$ cat src/rtl/lr35902_uart_tx_arb.sv
// Packet-granular arbiter sharing one UART byte transmitter among three requesters.
// Define UART_TX_ARB_RR_EN for round-robin arbitration; otherwise fixed priority (0 > 1 > 2).
module lr35902_uart_tx_arb (
    input  logic        uart_clk,
    input  logic        reset,
    input  logic [2:0]  req,
    input  logic [23:0] req_data,
    input  logic [2:0]  req_last,
    output logic [2:0]  req_ack,
    output logic [2:0]  grant,
    output logic        tx_start,
    output logic [7:0]  tx_byte,
    input  logic        tx_busy
);

    typedef enum logic [1:0] {IDLE, OWN, WAIT_HI, WAIT_LO} state_t;

    state_t      state_q, state_d;
    logic [2:0]  grant_d, ack_d, win;
    logic        start_d, last_q, last_d;
    logic [7:0]  byte_d;
    logic [1:0]  owner_idx;
    logic        owner_req, owner_last;
    logic [7:0]  owner_data;
`ifdef UART_TX_ARB_RR_EN
    logic [1:0]  ptr_q, ptr_d;
`endif

    always_comb begin
        case (grant)
            3'b010:  owner_idx = 2'd1;
            3'b100:  owner_idx = 2'd2;
            default: owner_idx = 2'd0;
        endcase
        case (owner_idx)
            2'd1: begin
                owner_data = req_data[15:8];
                owner_last = req_last[1];
            end
            2'd2: begin
                owner_data = req_data[23:16];
                owner_last = req_last[2];
            end
            default: begin
                owner_data = req_data[7:0];
                owner_last = req_last[0];
            end
        endcase
        owner_req = |(req & grant);
    end

`ifdef UART_TX_ARB_RR_EN
    // Search starts just after the last released owner.
    always_comb begin
        win = '0;
        case (ptr_q)
            2'd0: begin
                if      (req[1]) win = 3'b010;
                else if (req[2]) win = 3'b100;
                else if (req[0]) win = 3'b001;
            end
            2'd1: begin
                if      (req[2]) win = 3'b100;
                else if (req[0]) win = 3'b001;
                else if (req[1]) win = 3'b010;
            end
            default: begin
                if      (req[0]) win = 3'b001;
                else if (req[1]) win = 3'b010;
                else if (req[2]) win = 3'b100;
            end
        endcase
    end
`else
    always_comb begin
        win = '0;
        if      (req[0]) win = 3'b001;
        else if (req[1]) win = 3'b010;
        else if (req[2]) win = 3'b100;
    end
`endif

    always_comb begin
        state_d = state_q;
        grant_d = grant;
        ack_d   = '0;
        start_d = 1'b0;
        byte_d  = tx_byte;
        last_d  = last_q;
`ifdef UART_TX_ARB_RR_EN
        ptr_d   = ptr_q;
`endif
        case (state_q)
            IDLE: begin
                if (|req) begin
                    grant_d = win;
                    state_d = OWN;
                end
            end
            OWN: begin
                if (owner_req) begin
                    if (!tx_busy) begin
                        byte_d  = owner_data;
                        last_d  = owner_last;
                        start_d = 1'b1;
                        ack_d   = grant;
                        state_d = WAIT_HI;
                    end
                end else begin
                    grant_d = '0;
`ifdef UART_TX_ARB_RR_EN
                    ptr_d   = owner_idx;
`endif
                    state_d = IDLE;
                end
            end
            WAIT_HI: begin
                if (tx_busy) state_d = WAIT_LO;
            end
            WAIT_LO: begin
                if (!tx_busy) begin
                    if (last_q) begin
                        grant_d = '0;
`ifdef UART_TX_ARB_RR_EN
                        ptr_d   = owner_idx;
`endif
                        state_d = IDLE;
                    end else begin
                        state_d = OWN;
                    end
                end
            end
            default: state_d = IDLE;
        endcase
    end

    always_ff @(posedge uart_clk) begin
        if (reset) begin
            state_q  <= IDLE;
            grant    <= '0;
            req_ack  <= '0;
            tx_start <= 1'b0;
            tx_byte  <= '0;
            last_q   <= 1'b0;
`ifdef UART_TX_ARB_RR_EN
            ptr_q    <= 2'd2;
`endif
        end else begin
            state_q  <= state_d;
            grant    <= grant_d;
            req_ack  <= ack_d;
            tx_start <= start_d;
            tx_byte  <= byte_d;
            last_q   <= last_d;
`ifdef UART_TX_ARB_RR_EN
            ptr_q    <= ptr_d;
`endif
        end
    end

endmodule

$ cat config.mk
export PLATFORM = sky130hd
export DESIGN_NAME = lr35902_uart_tx_arb
export DESIGN_NICKNAME = d
export VERILOG_FILES = /design/src/rtl/lr35902_uart_tx_arb.sv
export SDC_FILE = /design/constraint.sdc
export NUM_CORES = 1
export LEC_CHECK = 0
export ABC_AREA = 1
export CAP_MARGIN = 25
export CORE_UTILIZATION = 40
export DETAILED_ROUTE_END_ITERATION = 8
export PLACE_DENSITY = 0.79
export SYNTH_ARGS = -nofsm -noshare
export SYNTH_HDL_FRONTEND = slang
export SYNTH_SLANG_ARGS = --single-unit
$ cat constraint.sdc
create_clock -name uart_clk -period 1.2 [get_ports uart_clk]
set_input_delay 0.36 -clock uart_clk [delete_from_list [all_inputs] [get_ports uart_clk]]
set_output_delay 0.36 -clock uart_clk [all_outputs]
set_load 0.02 [all_outputs]
# [Yosys cells after proc, flatten, opt, wreduce, memory -nomap -nowiden]
# Cells that the tools add are included.
# Widths: inputs -> output; s select.
[totals] out_inout_bits=15 register_bits=18 n_memories=0 mem_bits_rw=0 inputBits=33 latch_bits=0 romBits=0 word_cells=51
[op_classes] reduce_logical=9 shifts=0 mux=19 n_bitwise=4 addsub=0 n_div=0 n_lt_le_gt_ge=0 n_mul=0 n_eq_ne=13
[op_table] cell="$mux 3" n=7
[op_table] cell="$pmux 8 s2" n=1
[op_table] cell="$mux 2" n=5
[op_table] cell="$ne 2x2->1 const B" n=5
[op_table] cell="$pmux 3 s3" n=1
[op_table] cell="$reduce_or 3->1" n=3
[op_table] cell="$pmux 2 s4" n=1
[op_table] cell="$eq 2x2->1 const B" n=3
[op_table] cell="$reduce_and 5->1" n=1
[op_table] cell="$eq 2x1->1 const B" n=2
[op_table] cell="$pmux 2 s2" n=1
[op_table] cell="$reduce_and 4->1" n=1
[op_table] cell="$reduce_or 4->1" n=1
[op_table] cell="$and 3x3->3" n=1
[op_table] cell="$eq 3x2->1 const B" n=1
[op_table] cell="$eq 3x3->1 const B" n=1
[op_table] cell="$ne 3x3->1 const B" n=1
[op_table] cell="$not 1->1" n=3
[op_table] cell="$reduce_and 3->1" n=1
[op_table] cell="$reduce_bool 3->1" n=1
[op_table] cell="$logic_not 2->1" n=1
[op_table] cell="$mux 1" n=2
[op_table] cell="$pmux 1 s2" n=1

# [Logic depth before layout (Yosys ltp)]
[logic_depth] depth_word=5 mapped_depth=8 ltp_nobuf=8

# [Worst setup path before layout]
# No wires, ideal clock.
[synth_timing] path_kind="reg-to-reg" from="reg grant[0]" to="reg tx_byte[0]" arrival_ps=1136 setup_time_ps=113 period_less_slack_ps=1249 n_path_buf=0 setup_slack_ps=-49 t_required_ps=1087 path_stages_with_launch=7 cell_sequence="dfxtp_1 -> nor2_2 -> nand2_2 -> nand3_1 -> nand3_1 -> nor2_1 -> nor2_1"
[synth_between] elab_chain_len=4 elab_cells_between_ends=9 cone_classes="eq/ne (4); mux (2); bitwise (1); reduce/logical (2)"
[synth_lines] item="start: declaration" line="10" rtl="output logic [2:0] grant,"
[synth_lines] item="start signal: assignment" line="150" rtl="grant <= grant_d;"
[synth_lines] item="$eq 3x3->1 / $eq 3x2->1 (equally long branches)" line="30" rtl="case (grant)"
[synth_lines] item="$pmux 2 s2" line="30"
[synth_lines] item="$eq 2x2->1 / $eq 2x1->1 (equally long branches)" line="35" rtl="case (owner_idx)"
[synth_lines] item="$pmux 8 s2" line="35"
[synth_lines] item="end signal: assignment" line="153" rtl="tx_byte <= byte_d;"
[synth_lines] item="end: declaration" line="12" rtl="output logic [7:0] tx_byte,"
# Several ways; a longest one is shown, not always the timed one.
# A chain may end at the register's enable or synchronous reset.

# [Final worst setup path]
[layout_timing] from="reg grant[2]" to="reg tx_byte[0]"
# Same word-level chain as after synthesis.

==> metrics <==
status=finished, violations left; failing checks=negative setup slack; leading cell type by number of instances after synthesis=nand3_1; Worst path max stage delay=0.35 ns; clock power share=21.1%; final instance area=1846 sq um; # IOs=48; final setup vio count=11; Worst VDD drop=0.6892 mV; met2 usage in global routing=50.64%; H-tree depth=1; Synth Area in Compound Gates=5.846%; Tcrit/Tclk final=106.4%; Post-CTS Hold Buffers=0; row cnt=17; M3 GR Usage=2.924%; Synth Net Count=between 150 and 200; via count of the first global-routing pass=1293; Post-synth EDFFs=0; Critical Path RT=roughly 1.4 ns; P_leak=0.9029 nW; Critical Path Start=grant[2]; Routed Wire Length=3692 um; worst hold slack=0.5152 ns; Sw Share=34.37%; Commonest cells post-synth=45 x nand3_1, 31 x nor2_1, 18 x dfxtp_1, 18 x nand2_1, 10 x o21ai_1; Synthesis Warnings=0; total number of vias=1358; wire per inst=~14 um; Num CTS Buffers=3; CP cell instances=buf_8, buf_12, nor2_4, buf_2, nand3_1, nand3_2, nor2_2, nor2_1; PD cells=975.5 nW/um^2; Clock transition at path regs=0.11 ns; die height=between 50 and 60 um; Synth Register Bits=18; Seq/Total Area, Yosys=35.82%; ys async rst share=0%; actual slew at the worst max-slew pin=approximately 0.31 ns; Comb pwr share=42.2%; Worst path depth=8; cells after synthesis=about 150; grt peak-use layer=met2; Max-Cap Viols=0; clk buf depth=2; first-pass GRT wire length=5237 um; clock sink count=18; Mean Syn Cell Area=6.532 sq um; HPWL after DPL=approximately 2400 um; largest net degree at the start of global routing=15; vias per cell=around 5.3; RSZ-0062 raised after global routing=yes; Setup CP Type=reg2reg; crit path DAT=about 1.5 ns; layout cells sized above 1=39.91%; XOR/XNOR Fraction of Synth Area=0%; post-synth top area cell=dfxtp_1; post-synthesis adder-cell area fraction=0%; core area=2297 sq um; Initial DRC Count=36; element type at the critical path end=flip-flop; HP Class=reg2reg; Internal=1.181 mW; reg-to-reg critical path endpoint=tx_byte[0]; initial antenna violation count=0; main combinational cell family by area after synthesis=simple AND/OR/NAND/NOR gates; Synth cell types=18; total track usage=25.68%; Psw=0.6188 mW; area share of the largest cell type after synthesis=35.82%; Final nets=262; Hold Vio Cnt, Final=0; Pre-antenna DRT Iters=4; largest cells by area after synthesis=dfxtp_1 36%, nand3_1 22%, nor2_1 12%; CP startpoint kind=flip-flop; Final Skew=0.003699 ns; antenna viol nets, final=0; met1 Usage GRT=28.24%; drt drc=0; worst r2r path cells=8; CP max stage cell=dfxtp_2; Root Driver=clkbuf_4; Worst setup endpoint=tx_byte[0]; placed cell areas=1647 sq um; RD Place Congestion=0.8205; sequential share of power=36.7%; Clock Latency Late Sink=0.29 ns; worst path bufs/invs=3; CTS tree=built; mux contribution to synthesized area=0%; die width=52.15 um; slew margin rel.=79.26%; reg2reg start=grant[2]; simple-gate area share of the yosys netlist=51.00%; Post-Layout Cell Count=256; Congestion Overflow GR=0; worst-path maximum fanout=4; critical path's top delay family=simple AND/OR/NAND/NOR gates; Max Clk Rate=783.3 MHz; Port Buffers=47; Die ar.=2720 sq um; ys flop type=dfxtp_1; Initial Util=between 40% and 50%; Final Max Slew Viols=0; Post-Syn Area=slightly above 1000 sq um; reg-to-reg slack, setup=-0.08 ns; Final Total Pwr=1.800 mW; Area growth, synth to finish=83.46%; setup ws final=-0.07668 ns; placed cell count=244; ANT cells=0; fin crit period=approximately 1.3 ns
[stage by stage]
| stage | utilization, % | setup slack [ns] | TNS, ns |
|---|---|---|---|
| final | 80.34 | -0.07668 | -0.5339 |
| after global routing | 80.34 | -0.1377 | -1.327 |
| after CTS | 74.95 | -0.04674 | -0.2447 |
| after detailed placement | 71.68 | -0.4448 | -8.319 |
| after global placement | 71.68 | -0.4198 | -8.034 |
| after floorplan | - | 0.05407 | 0 |
[flip-flops by register name, summed over array words and instances (netlist names), named ones only]
name and flops:
state_q 1, grant 3, tx_byte 8, req_ack 3, last_q 1, tx_start 1
[worst min-delay path by stage]
stage | from | to | slack (ns) | cells past startpoint
2_1_floorplan | reset | flip-flop | 0.45 | 1
3_3_place_gp | tx_byte[6] | tx_byte[6] | 0.49 | 2
3_5_place_dp | tx_byte[6] | tx_byte[6] | 0.49 | 2
4_1_cts | tx_byte[6] | tx_byte[6] | 0.51 | 2
5_1_grt | tx_byte[4] | tx_byte[4] | 0.56 | 2
6_report | tx_byte[6] | tx_byte[6] | 0.52 | 2
[power by group through the flow]
stage	Sequential [mW]	Combinational (mW)	Clock (mW)
final	0.661	0.760	0.380
after global routing	0.663	0.804	0.395
after CTS	0.659	0.663	0.372
after detailed placement	0.669	0.613	0
after global placement	0.667	0.597	0
after floorplan	0.713	0.263	0
[worst min-delay path: cells and delay by family, from the launching register on]
kind,cells,cell delay (ns)
flip-flops,1,0.35
AO/OA/AOI/OAI,1,0.07
AND/OR/NAND/NOR,1,0.07
[timing repair]
| item | CTS | global route |
|---|---|---|
| buffers inserted | 4 | 4 |
| pin swaps | 7 | 7 |
| gates cloned | 0 | 1 |
| hold endpoints to repair | 0 | 0 |
| gates resized for setup | 86 | 24 |
| setup endpoints to repair | 33 | 22 |
[layout make-up]
type / count / area (sq um)
multi-input cells: 119 / 698.2
repair buffers: 75 / 658.1
fillers: 173 / 451.7
flip-flops and latches: 18 / 370.4
inverters: 12 / 47.55
clock buffers: 4 / 36.28
well taps: 28 / 35.03
[routing by layer]
layer | vias to the layer above | part of all wire, %
li1 | 661 | -
met1 | 640 | 42
met2 | 51 | 54
met3 | 6 | 3.3
met4 | 0 | 1.4
met5 | - | 0
[layout by cell type (no fill, tap or decap)]
cell	Yosys	layout
inv_1	8	8
nand3_2	0	10
clkbuf_8	0	1
buf_6	1	8
buf_4	0	21
o21ai_2	1	3
nor4_1	1	1
nand2_8	0	1
dlygate4sd2_1	0	4
nand3_1	45	34
clkdlybuf4s50_1	0	28
nand2_4	1	3
buf_12	0	1
dfxtp_2	0	5
nor2_2	5	8
nand3b_1	1	1
nand3_4	0	1
dfxtp_4	0	1
nand4_1	1	1
buf_8	0	1
inv_4	0	1
clkbuf_4	0	3
dfxtp_1	18	12
inv_2	4	3
nand2_2	3	4
buf_2	2	12
nor2_4	2	4
o21ai_1	10	8
nor2_1	31	26
nand2_1	18	14
[kinds of logic after synthesis]
group,after synthesis
AND/OR/NAND/NOR,108
flip-flops,18
buffers and inverters,17
AO/OA/AOI/OAI,11
Note: power is estimated with default switching activity, not from simulation.
